[config.mk]
export PLATFORM = sky130hd
export DESIGN_NAME = mc_fsm_ctrl
export DESIGN_NICKNAME = d
export VERILOG_FILES = /design/src/rtl/mc_fsm_ctrl.sv
export SDC_FILE = /design/constraint.sdc
export NUM_CORES = 1
export LEC_CHECK = 0
export CELL_PAD_IN_SITES_DETAIL_PLACEMENT = 1
export CELL_PAD_IN_SITES_GLOBAL_PLACEMENT = 1
export CORE_MARGIN = 2
export CORE_UTILIZATION = 25
export DETAILED_ROUTE_END_ITERATION = 16
export GPL_ROUTABILITY_DRIVEN = 0
export PLACE_DENSITY = 0.61
export SYNTH_ARGS = -nofsm -noshare
export SYNTH_HDL_FRONTEND = slang
export SYNTH_SLANG_ARGS = --single-unit
[constraint.sdc]
create_clock -name clk -period 2.8 [get_ports clk]
set_input_delay 0.28 -clock clk [delete_from_list [all_inputs] [get_ports clk]]
set_output_delay 0.28 -clock clk [all_outputs]
set_load 0.03 [all_outputs]
[src/rtl/mc_fsm_ctrl.sv]
// ---------------------------------------------------------------------------
// mc_fsm_ctrl
//
// Hardwired multi-cycle control unit for the single-memory MIPS datapath.
// It drives the same control lines as the microprogrammed controller, so the
// two are interchangeable. On top of the classic FSM it adds a memory-ready
// wait handshake, a sticky illegal-opcode trap and a retired-instruction
// counter.
//
// Parameters
//   WAIT_EN    1 = FETCH/MRD/MWR stall until mem_ready, 0 = every access
//              completes in one cycle and mem_ready is ignored
//   CNT_W      width of the retired-instruction counter (wraps)
//
// Ports
//   clk        system clock, rising edge
//   rst        asynchronous, active-high reset
//   Op         opcode field Inst[31:26] from the instruction register
//   mem_ready  memory completes the current access this cycle
//   PCWr, PCWrCond, IorD, MemRd, MemWr, IRWr, MemtoReg, ALUSrcA, RegWr,
//   RegDst     single-bit datapath controls
//   PCSrc      00 ALU result, 01 ALUOut, 10 jump target
//   ALUOp      00 add, 01 sub, 10 use funct
//   ALUSrcB    00 B, 01 const 4, 10 SigExt, 11 SigExt<<2
//   state      current state code (debug)
//   illegal    sticky trap flag, cleared only by rst
//   retired    count of completed instructions
// ---------------------------------------------------------------------------
module mc_fsm_ctrl #(
    parameter int WAIT_EN = 1,
    parameter int CNT_W   = 32
) (
    input  logic             clk,
    input  logic             rst,
    input  logic [5:0]       Op,
    input  logic             mem_ready,
    output logic             PCWr,
    output logic             PCWrCond,
    output logic             IorD,
    output logic             MemRd,
    output logic             MemWr,
    output logic             IRWr,
    output logic             MemtoReg,
    output logic             ALUSrcA,
    output logic             RegWr,
    output logic             RegDst,
    output logic [1:0]       PCSrc,
    output logic [1:0]       ALUOp,
    output logic [1:0]       ALUSrcB,
    output logic [3:0]       state,
    output logic             illegal,
    output logic [CNT_W-1:0] retired
);

    // Supported opcodes
    localparam logic [5:0] OP_R    = 6'b000000;
    localparam logic [5:0] OP_LW   = 6'b100011;
    localparam logic [5:0] OP_SW   = 6'b101011;
    localparam logic [5:0] OP_BEQ  = 6'b000100;
    localparam logic [5:0] OP_J    = 6'b000010;
    localparam logic [5:0] OP_ADDI = 6'b001000;

    // State codes are visible on the debug port, so they are fixed values
    typedef enum logic [3:0] {
        S_FETCH  = 4'd0,
        S_DECODE = 4'd1,
        S_MADDR  = 4'd2,
        S_MRD    = 4'd3,
        S_MWB    = 4'd4,
        S_MWR    = 4'd5,
        S_REXE   = 4'd6,
        S_RWB    = 4'd7,
        S_BEQ    = 4'd8,
        S_JMP    = 4'd9,
        S_IEXE   = 4'd10,
        S_IWB    = 4'd11,
        S_TRAP   = 4'd15
    } state_t;

    // Moore part of the control word. IRWr and the FETCH contribution to
    // PCWr depend on mem_ready and are added outside this bundle.
    typedef struct packed {
        logic       pc_wr;
        logic       pc_wr_cond;
        logic       i_or_d;
        logic       mem_rd;
        logic       mem_wr;
        logic       mem_to_reg;
        logic       alu_src_a;
        logic       reg_wr;
        logic       reg_dst;
        logic [1:0] pc_src;
        logic [1:0] alu_op;
        logic [1:0] alu_src_b;
    } ctrl_t;

    state_t           state_q;
    state_t           state_nxt;
    ctrl_t            ctrl_q;
    logic             illegal_q;
    logic [CNT_W-1:0] retired_q;
    logic             ready;
    logic             fetch_go;
    logic             retire_evt;
    logic             run;

    // Control word for each state; every bit not named for a state stays 0
    function automatic ctrl_t decode_ctrl(input state_t s);
        ctrl_t c;
        c = '0;
        case (s)
            S_FETCH: begin
                c.mem_rd    = 1'b1;
                c.alu_src_b = 2'b01;
            end
            S_DECODE: begin
                c.alu_src_b = 2'b11;
            end
            S_MADDR: begin
                c.alu_src_a = 1'b1;
                c.alu_src_b = 2'b10;
            end
            S_MRD: begin
                c.mem_rd = 1'b1;
                c.i_or_d = 1'b1;
            end
            S_MWB: begin
                c.reg_wr     = 1'b1;
                c.mem_to_reg = 1'b1;
            end
            S_MWR: begin
                c.mem_wr = 1'b1;
                c.i_or_d = 1'b1;
            end
            S_REXE: begin
                c.alu_src_a = 1'b1;
                c.alu_op    = 2'b10;
            end
            S_RWB: begin
                c.reg_wr  = 1'b1;
                c.reg_dst = 1'b1;
            end
            S_BEQ: begin
                c.alu_src_a  = 1'b1;
                c.alu_op     = 2'b01;
                c.pc_wr_cond = 1'b1;
                c.pc_src     = 2'b01;
            end
            S_JMP: begin
                c.pc_wr  = 1'b1;
                c.pc_src = 2'b10;
            end
            S_IEXE: begin
                c.alu_src_a = 1'b1;
                c.alu_src_b = 2'b10;
            end
            S_IWB: begin
                c.reg_wr = 1'b1;
            end
            default: begin
                c = '0;
            end
        endcase
        return c;
    endfunction

    // With the handshake disabled every memory access is treated as ready
    assign ready = (WAIT_EN != 0) ? mem_ready : 1'b1;

    // Instruction fetch completes this cycle: IR and PC are written together
    assign fetch_go = (state_q == S_FETCH) && ready;

    // An instruction retires on the edge that leaves its final state
    always_comb begin
        retire_evt = 1'b0;
        case (state_q)
            S_MWB, S_RWB, S_BEQ, S_JMP, S_IWB: retire_evt = 1'b1;
            S_MWR:                             retire_evt = ready;
            default:                           retire_evt = 1'b0;
        endcase
    end

    // Next-state logic. Op is only looked at in DECODE and MADDR; the
    // instruction register is stable from the end of FETCH onwards.
    always_comb begin
        state_nxt = state_q;
        case (state_q)
            S_FETCH: begin
                if (ready) state_nxt = S_DECODE;
            end
            S_DECODE: begin
                case (Op)
                    OP_LW, OP_SW: state_nxt = S_MADDR;
                    OP_R:         state_nxt = S_REXE;
                    OP_BEQ:       state_nxt = S_BEQ;
                    OP_J:         state_nxt = S_JMP;
                    OP_ADDI:      state_nxt = S_IEXE;
                    default:      state_nxt = S_TRAP;
                endcase
            end
            S_MADDR: begin
                if (Op == OP_LW)      state_nxt = S_MRD;
                else if (Op == OP_SW) state_nxt = S_MWR;
                else                  state_nxt = S_TRAP;
            end
            S_MRD: begin
                if (ready) state_nxt = S_MWB;
            end
            S_MWR: begin
                if (ready) state_nxt = S_FETCH;
            end
            S_MWB, S_RWB, S_BEQ, S_JMP, S_IWB: begin
                state_nxt = S_FETCH;
            end
            S_REXE: begin
                state_nxt = S_RWB;
            end
            S_IEXE: begin
                state_nxt = S_IWB;
            end
            S_TRAP: begin
                state_nxt = S_TRAP;
            end
            default: begin
                // Unused codes are unreachable; treat a corrupted state as a trap
                state_nxt = S_TRAP;
            end
        endcase
    end

    // State, registered Moore controls, trap flag and retire counter. The
    // control word is decoded from the next state so it is glitch-free from
    // a flop in the cycle the state becomes current.
    always_ff @(posedge clk or posedge rst) begin
        if (rst) begin
            state_q   <= S_FETCH;
            ctrl_q    <= decode_ctrl(S_FETCH);
            illegal_q <= 1'b0;
            retired_q <= '0;
        end else begin
            state_q <= state_nxt;
            ctrl_q  <= decode_ctrl(state_nxt);
            if (state_nxt == S_TRAP) begin
                illegal_q <= 1'b1;
            end
            if (retire_evt) begin
                retired_q <= retired_q + CNT_W'(1);
            end
        end
    end

    // Reset forces every control low combinationally, so an access or
    // register write that was in progress is dropped in the same cycle.
    assign run = ~rst;

    assign PCWr     = run & (ctrl_q.pc_wr | fetch_go);
    assign IRWr     = run & fetch_go;
    assign PCWrCond = run & ctrl_q.pc_wr_cond;
    assign IorD     = run & ctrl_q.i_or_d;
    assign MemRd    = run & ctrl_q.mem_rd;
    assign MemWr    = run & ctrl_q.mem_wr;
    assign MemtoReg = run & ctrl_q.mem_to_reg;
    assign ALUSrcA  = run & ctrl_q.alu_src_a;
    assign RegWr    = run & ctrl_q.reg_wr;
    assign RegDst   = run & ctrl_q.reg_dst;
    assign PCSrc    = {2{run}} & ctrl_q.pc_src;
    assign ALUOp    = {2{run}} & ctrl_q.alu_op;
    assign ALUSrcB  = {2{run}} & ctrl_q.alu_src_b;

    assign state   = state_q;
    assign illegal = illegal_q;
    assign retired = retired_q;

endmodule

* Yosys cells after proc, flatten, opt, wreduce, memory -nomap -nowiden *
Index checks and enable logic that the tools add are counted.

operators by class
  reduce and logical (&&, ||, !) cells = 11
  add/subtract/negate cells = 1
  bitwise gates (word level) = 15
  multiplexer cells = 20
  equality and inequality tests = 28

operators with widths
  kind                                                              number
  4-bit == test (second input constant)                             9
  32-bit by 1-bit adder with 32-bit output (second input constant)  1
  4-bit by 3-bit == test with 1-bit output (second input constant)  8
  4-bit one-hot mux with 8 select lines                             1
  4-bit two-way mux                                                 5
  4-bit one-hot mux with 5 select lines                             1
  4-bit by 2-bit == test with 1-bit output (second input constant)  4
  6-bit == test (second input constant)                             2
  1-bit bitwise AND                                                 10
  1-bit two-way mux                                                 9
  4-bit by 1-bit == test with 1-bit output (second input constant)  2
  4-bit zero test                                                   2
  2-bit one-hot mux with 2 select lines                             2
  2-bit OR reduction                                                4
  2-bit bitwise AND                                                 3
  6-bit by 2-bit == test with 1-bit output (second input constant)  1
  6-bit by 3-bit == test with 1-bit output (second input constant)  1
  6-bit by 4-bit == test with 1-bit output (second input constant)  1
  6-bit zero test                                                   1
  2-bit one-hot mux with 3 select lines                             1
  5-bit OR reduction                                                1
  4-bit OR reduction                                                1
  3-bit OR reduction                                                1
  1-bit one-hot mux with 2 select lines                             1
  3 further kinds                                                   3

storage, ports and cells
  bits in registers = 52
  input bits = 9
  output and inout port bits = 53
  logic and storage cells = 90

* Depth between registers and ports, before layout *
  depth after elaboration = 7
  depth in mapped cells = 8
  gate-level depth less buffers = 7

* Worst setup path before layout *
No wires, ideal clock.

  path kind = register to output
  from = register state_q[2], in the netlist state[2]
  to = output port PCWr
  arrival = 2.407 ns
  buffers on the path = 1
  slack = 0.113 ns
  required time = 2.520 ns
  cell stages (with the launch flop) = 6
  cell sequence = dfrtp_1 -> buf_2 -> nor2_1 -> nand2_1 -> nor4_1 -> or2_2

between the ends
  longest elaborated chain between the ends = 4

RTL lines
  what                    line  RTL
  from (decl)             97    state_t state_q;
  from (signal assigned)  241   state_q <= state_nxt;
  4-bit zero test         171   assign fetch_go = (state_q == S_FETCH) && ready;
  1-bit logical AND       171
  1-bit OR                256   assign PCWr = run & (ctrl_q.pc_wr | fetch_go);
  1-bit bitwise AND       256
  to (decl)               37    output logic PCWr,

No other way between the ends.

* Worst setup path in the final report *
Ends and elaborated chain as after synthesis.

==> impl_metrics.xml <==
<?xml version="1.0" encoding="UTF-8"?>
<metrics>
  <group name="die">
    <metric name="dieArea" unit="µm²">10800</metric>
    <metric name="die_h" unit="µm">104</metric>
    <metric name="core_area" unit="µm²">9730</metric>
    <metric name="die_width" unit="µm">104</metric>
    <metric name="placement_rows" unit="">36</metric>
    <metric name="ios" unit="">62</metric>
    <metric name="floorplan.initialDensity" unit="">0.256</metric>
  </group>
  <group name="logic_synthesis">
    <metric name="post_synth_inst_count" unit="">224</metric>
    <metric name="yosys.cell_count.top_type" unit="">dfrtp_1</metric>
    <metric name="synth_cell_types" unit="">54</metric>
    <metric name="synthDominantAreaCellType" unit="">dfrtp_1</metric>
    <metric name="syn-mean-instance-area" unit="µm²">11.1</metric>
    <metric name="synthFlopType" unit="">dfrtp_1</metric>
    <metric name="synth-async-reset-ratio" unit="">1.00</metric>
    <metric name="post_synth_instance_area" unit="µm²">2490</metric>
    <metric name="ys_top_cells_by_area" unit="">dfrtp_1 (48%), xnor2_1 (9.1%), nor2b_1 (3.5%), xor2_1 (3.2%), nand2_1 (2.7%)</metric>
    <metric name="synth_commonest_cells" unit="">dfrtp_1 (48), xnor2_1 (26), nand2_1 (18), nor2_1 (15), nor2b_1 (14)</metric>
    <metric name="synth_warnings" unit="">0</metric>
    <metric name="sequential_to_total_area_share_from_yosys_stat" unit="">0.503</metric>
    <metric name="synth-seq-cells" unit="">50</metric>
    <metric name="synth_nets" unit="">234</metric>
    <metric name="number_of_enable_type_register_cells_in_the_synthesized_netlist" unit="">0</metric>
    <metric name="synth_top_cell_area_share" unit="">0.482</metric>
  </group>
  <group name="grt">
    <metric name="globalRoute.totalOverflow" unit="">0</metric>
    <metric name="groute.layer.met2.usage" unit="">0.207</metric>
    <metric name="via_count_of_the_first_global_routing_pass" unit="">2016</metric>
    <metric name="grt_start_max_net_pins" unit="">38</metric>
    <metric name="top_usage_layer" unit="">met2</metric>
    <metric name="grt_util_met1" unit="">0.144</metric>
    <metric name="grt_use_total" unit="">0.117</metric>
    <metric name="grt_first_pass_wirelength" unit="µm">10400</metric>
    <metric name="use_met3" unit="">0.0252</metric>
    <metric name="number_of_antenna_violations_at_the_first_check_in_global_routing" unit="">0</metric>
  </group>
  <group name="power_and_ir_drop">
    <metric name="power" unit="mW">3.03</metric>
    <metric name="static-leakage-power" unit="nW">1.41</metric>
    <metric name="ir_worst_vdd" unit="mV">0.401</metric>
    <metric name="power_per_cell_area" unit="nW/µm²">891</metric>
  </group>
  <group name="setup_path">
    <metric name="worst-path-max-fanout" unit="">5</metric>
    <metric name="timing.setup.critical_path_class" unit="">reg2out</metric>
    <metric name="critPathLaunchType" unit="">flop</metric>
    <metric name="worst_setup_path_startpoint" unit="">state[2]</metric>
    <metric name="r2r_slack" unit="ns">0.63</metric>
    <metric name="regToRegEndpoint" unit="">retired[27]</metric>
    <metric name="critical_path.endpoint_type" unit="">primary output</metric>
    <metric name="worst_r2r_path_depth" unit="">6</metric>
    <metric name="cp_data_arrival_time" unit="ns">2.17</metric>
    <metric name="worstPathRequired" unit="ns">2.52</metric>
    <metric name="worst_flop_to_flop_path_startpoint" unit="">state[1]</metric>
  </group>
  <group name="clock_network">
    <metric name="cts.htree.levels" unit="">2</metric>
    <metric name="clk_pin_slew_worst_paths" unit="ns">0.08</metric>
    <metric name="clkSinkCount" unit="">50</metric>
    <metric name="clk-insertion-delay-late" unit="ns">0.30</metric>
    <metric name="cts_root_buffer" unit="">clkbuf_8</metric>
    <metric name="cts_post_setup_buffers_inserted" unit="">0</metric>
    <metric name="bufs_on_longest_clock_path" unit="">2</metric>
    <metric name="tritoncts" unit="">yes</metric>
    <metric name="cts-buffers-inserted" unit="">5</metric>
  </group>
  <group name="route">
    <metric name="detail_route.wl_per_cell" unit="µm">14.0</metric>
    <metric name="route.antenna.remaining_nets" unit="">0</metric>
    <metric name="route.vias.total" unit="">1904</metric>
    <metric name="count_of_tritonroute_iterations_in_the_first_routing_pass" unit="">4</metric>
    <metric name="drt_total_wl" unit="µm">5950</metric>
    <metric name="drt-vias-per-instance" unit="">4.49</metric>
    <metric name="drc" unit="">0</metric>
    <metric name="detailed_route_iter0_violations" unit="">47</metric>
  </group>
  <group name="worst_hold_path">
    <metric name="min-delay-path-class" unit="">reg2reg</metric>
    <metric name="hold-path-cell-count" unit="">1</metric>
    <metric name="worstHoldEndpoint" unit="">illegal</metric>
    <metric name="hold_path_startpoint" unit="">illegal</metric>
  </group>
  <group name="finish">
    <metric name="final_layout_size_suffix_gt1_frac" unit="">0.117</metric>
    <metric name="design_area" unit="µm²">3400</metric>
    <metric name="antenna_cells_inserted" unit="">0</metric>
    <metric name="finalNetCount" unit="">300</metric>
    <metric name="utilization" unit="">0.350</metric>
    <metric name="synthToLayoutAreaGrowth" unit="%">36.6</metric>
    <metric name="post_layout_nonfiller_instances" unit="">424</metric>
  </group>
  <group name="timing">
    <metric name="max_clock_freq" unit="MHz">408</metric>
    <metric name="drv_slew" unit="">0</metric>
    <metric name="post-route-worst-setup-slack" unit="ns">0.349</metric>
    <metric name="hold_slack" unit="ns">0.469</metric>
    <metric name="worst_slew_pin_slew" unit="ns">0.463</metric>
    <metric name="max_slew_margin" unit="">0.690</metric>
    <metric name="finalWorstPathRequiredPeriod" unit="ns">2.45</metric>
    <metric name="worst_clock_skew" unit="ns">0.0107</metric>
    <metric name="period_share" unit="">0.875</metric>
    <metric name="final.setup.tns" unit="ns">0</metric>
    <metric name="hold_violations" unit="">0</metric>
    <metric name="setup_viol" unit="">0</metric>
    <metric name="rsz0062_at_grt" unit="">false</metric>
  </group>
  <group name="placement">
    <metric name="placed_cells" unit="">416</metric>
    <metric name="buffer_ports.inserted" unit="">61</metric>
    <metric name="place_worst_setup_slack" unit="ns">0.346</metric>
    <metric name="post_dp_cell_area" unit="µm²">3260</metric>
    <metric name="place_hpwl" unit="µm">4520</metric>
  </group>
  <group name="job">
    <metric name="drv.max_cap_violation_count" unit="">0</metric>
  </group>
  <group name="outcome">
    <metric name="status" unit="">complete, no violations</metric>
  </group>
</metrics>
[layer usage]
| layer | share of wire | routed length (µm) | up-vias |
|---|---|---|---|
| met4 | 0.0099 | 59 | 0 |
| met2 | 0.51 | 3040 | 39 |
| met3 | 0.038 | 228 | 4 |
| li1 | - | - | 915 |
| met5 | 0 | 0 | - |
| met1 | 0.44 | 2620 | 946 |
[flip-flops by register name, indices dropped and copies added (netlist names)]
name / cells
illegal: 1
retired: 32
ctrl_q: 13
state: 4
[critical path: stages, from the launching register on]
cell             delay (ns)
dfrtp_1                0.40
nor2_2                 0.24
nand2_1                0.15
nor4_1                 0.27
or2_2                  0.17
clkdlybuf4s50_1        0.66
[worst max path at each step]
stage,to,slack (ns),cells past startpoint
after CTS,PCWr,0.21,5
after global placement,PCWr,0.35,5
after global routing,PCWr,0.08,5
after floorplan,PCWr,0.11,5
final,PCWr,0.35,5
after detailed placement,PCWr,0.35,5
[layout make-up]
type	instances	area (µm²)
Timing Repair Buffer	66	661
Inverter	4	20.0
Sequential cell	50	1250
Clock inverter	2	60.1
Fill cell	1125	6320
Tap cell	133	166
Multi-Input combinational cell	163	1160
Clock buffer	6	82.6
[report_power, final]
| group | internal [mW] | switching, mW | total (mW) |
|---|---|---|---|
| logic | 0.572 | 0.840 | 1.41 |
| registers | 0.875 | 0.126 | 1.00 |
| clock network | 0.381 | 0.240 | 0.621 |
| total | 1.83 | 1.21 | 3.03 |
[repair_timing]
action,CTS,global route
gates resized for setup,0,1
hold buffers,0,0
setup endpoints to repair,0,1
[cells by family (layout without fill, tap and decap cells)]
family | after synthesis | count (layout) | share of synthesized area
compound gates | 19 | 19 | 0.0623
buf+inv | 11 | 78 | 0.0321
fa+ha+maj | 1 | 1 | 0.00502
xor+xnor | 35 | 35 | 0.123
mux | 2 | 2 | 0.00853
flops | 50 | 50 | 0.503
simple gates | 106 | 106 | 0.266
[placed cells by master, fill, tap and decap left out, types with 6 or more instances in the layout]
cell | Yosys | final
nand3_1 | 10 | 10
nor2_1 | 15 | 14
dfrtp_1 | 48 | 48
xor2_1 | 9 | 9
xnor2_1 | 26 | 26
clkbuf_8 | 1 | 6
clkdlybuf4s50_1 | 0 | 61
and3_1 | 9 | 9
nand2_1 | 18 | 18
nor2b_1 | 14 | 14
Note: power is estimated with default switching activity, not from simulation.
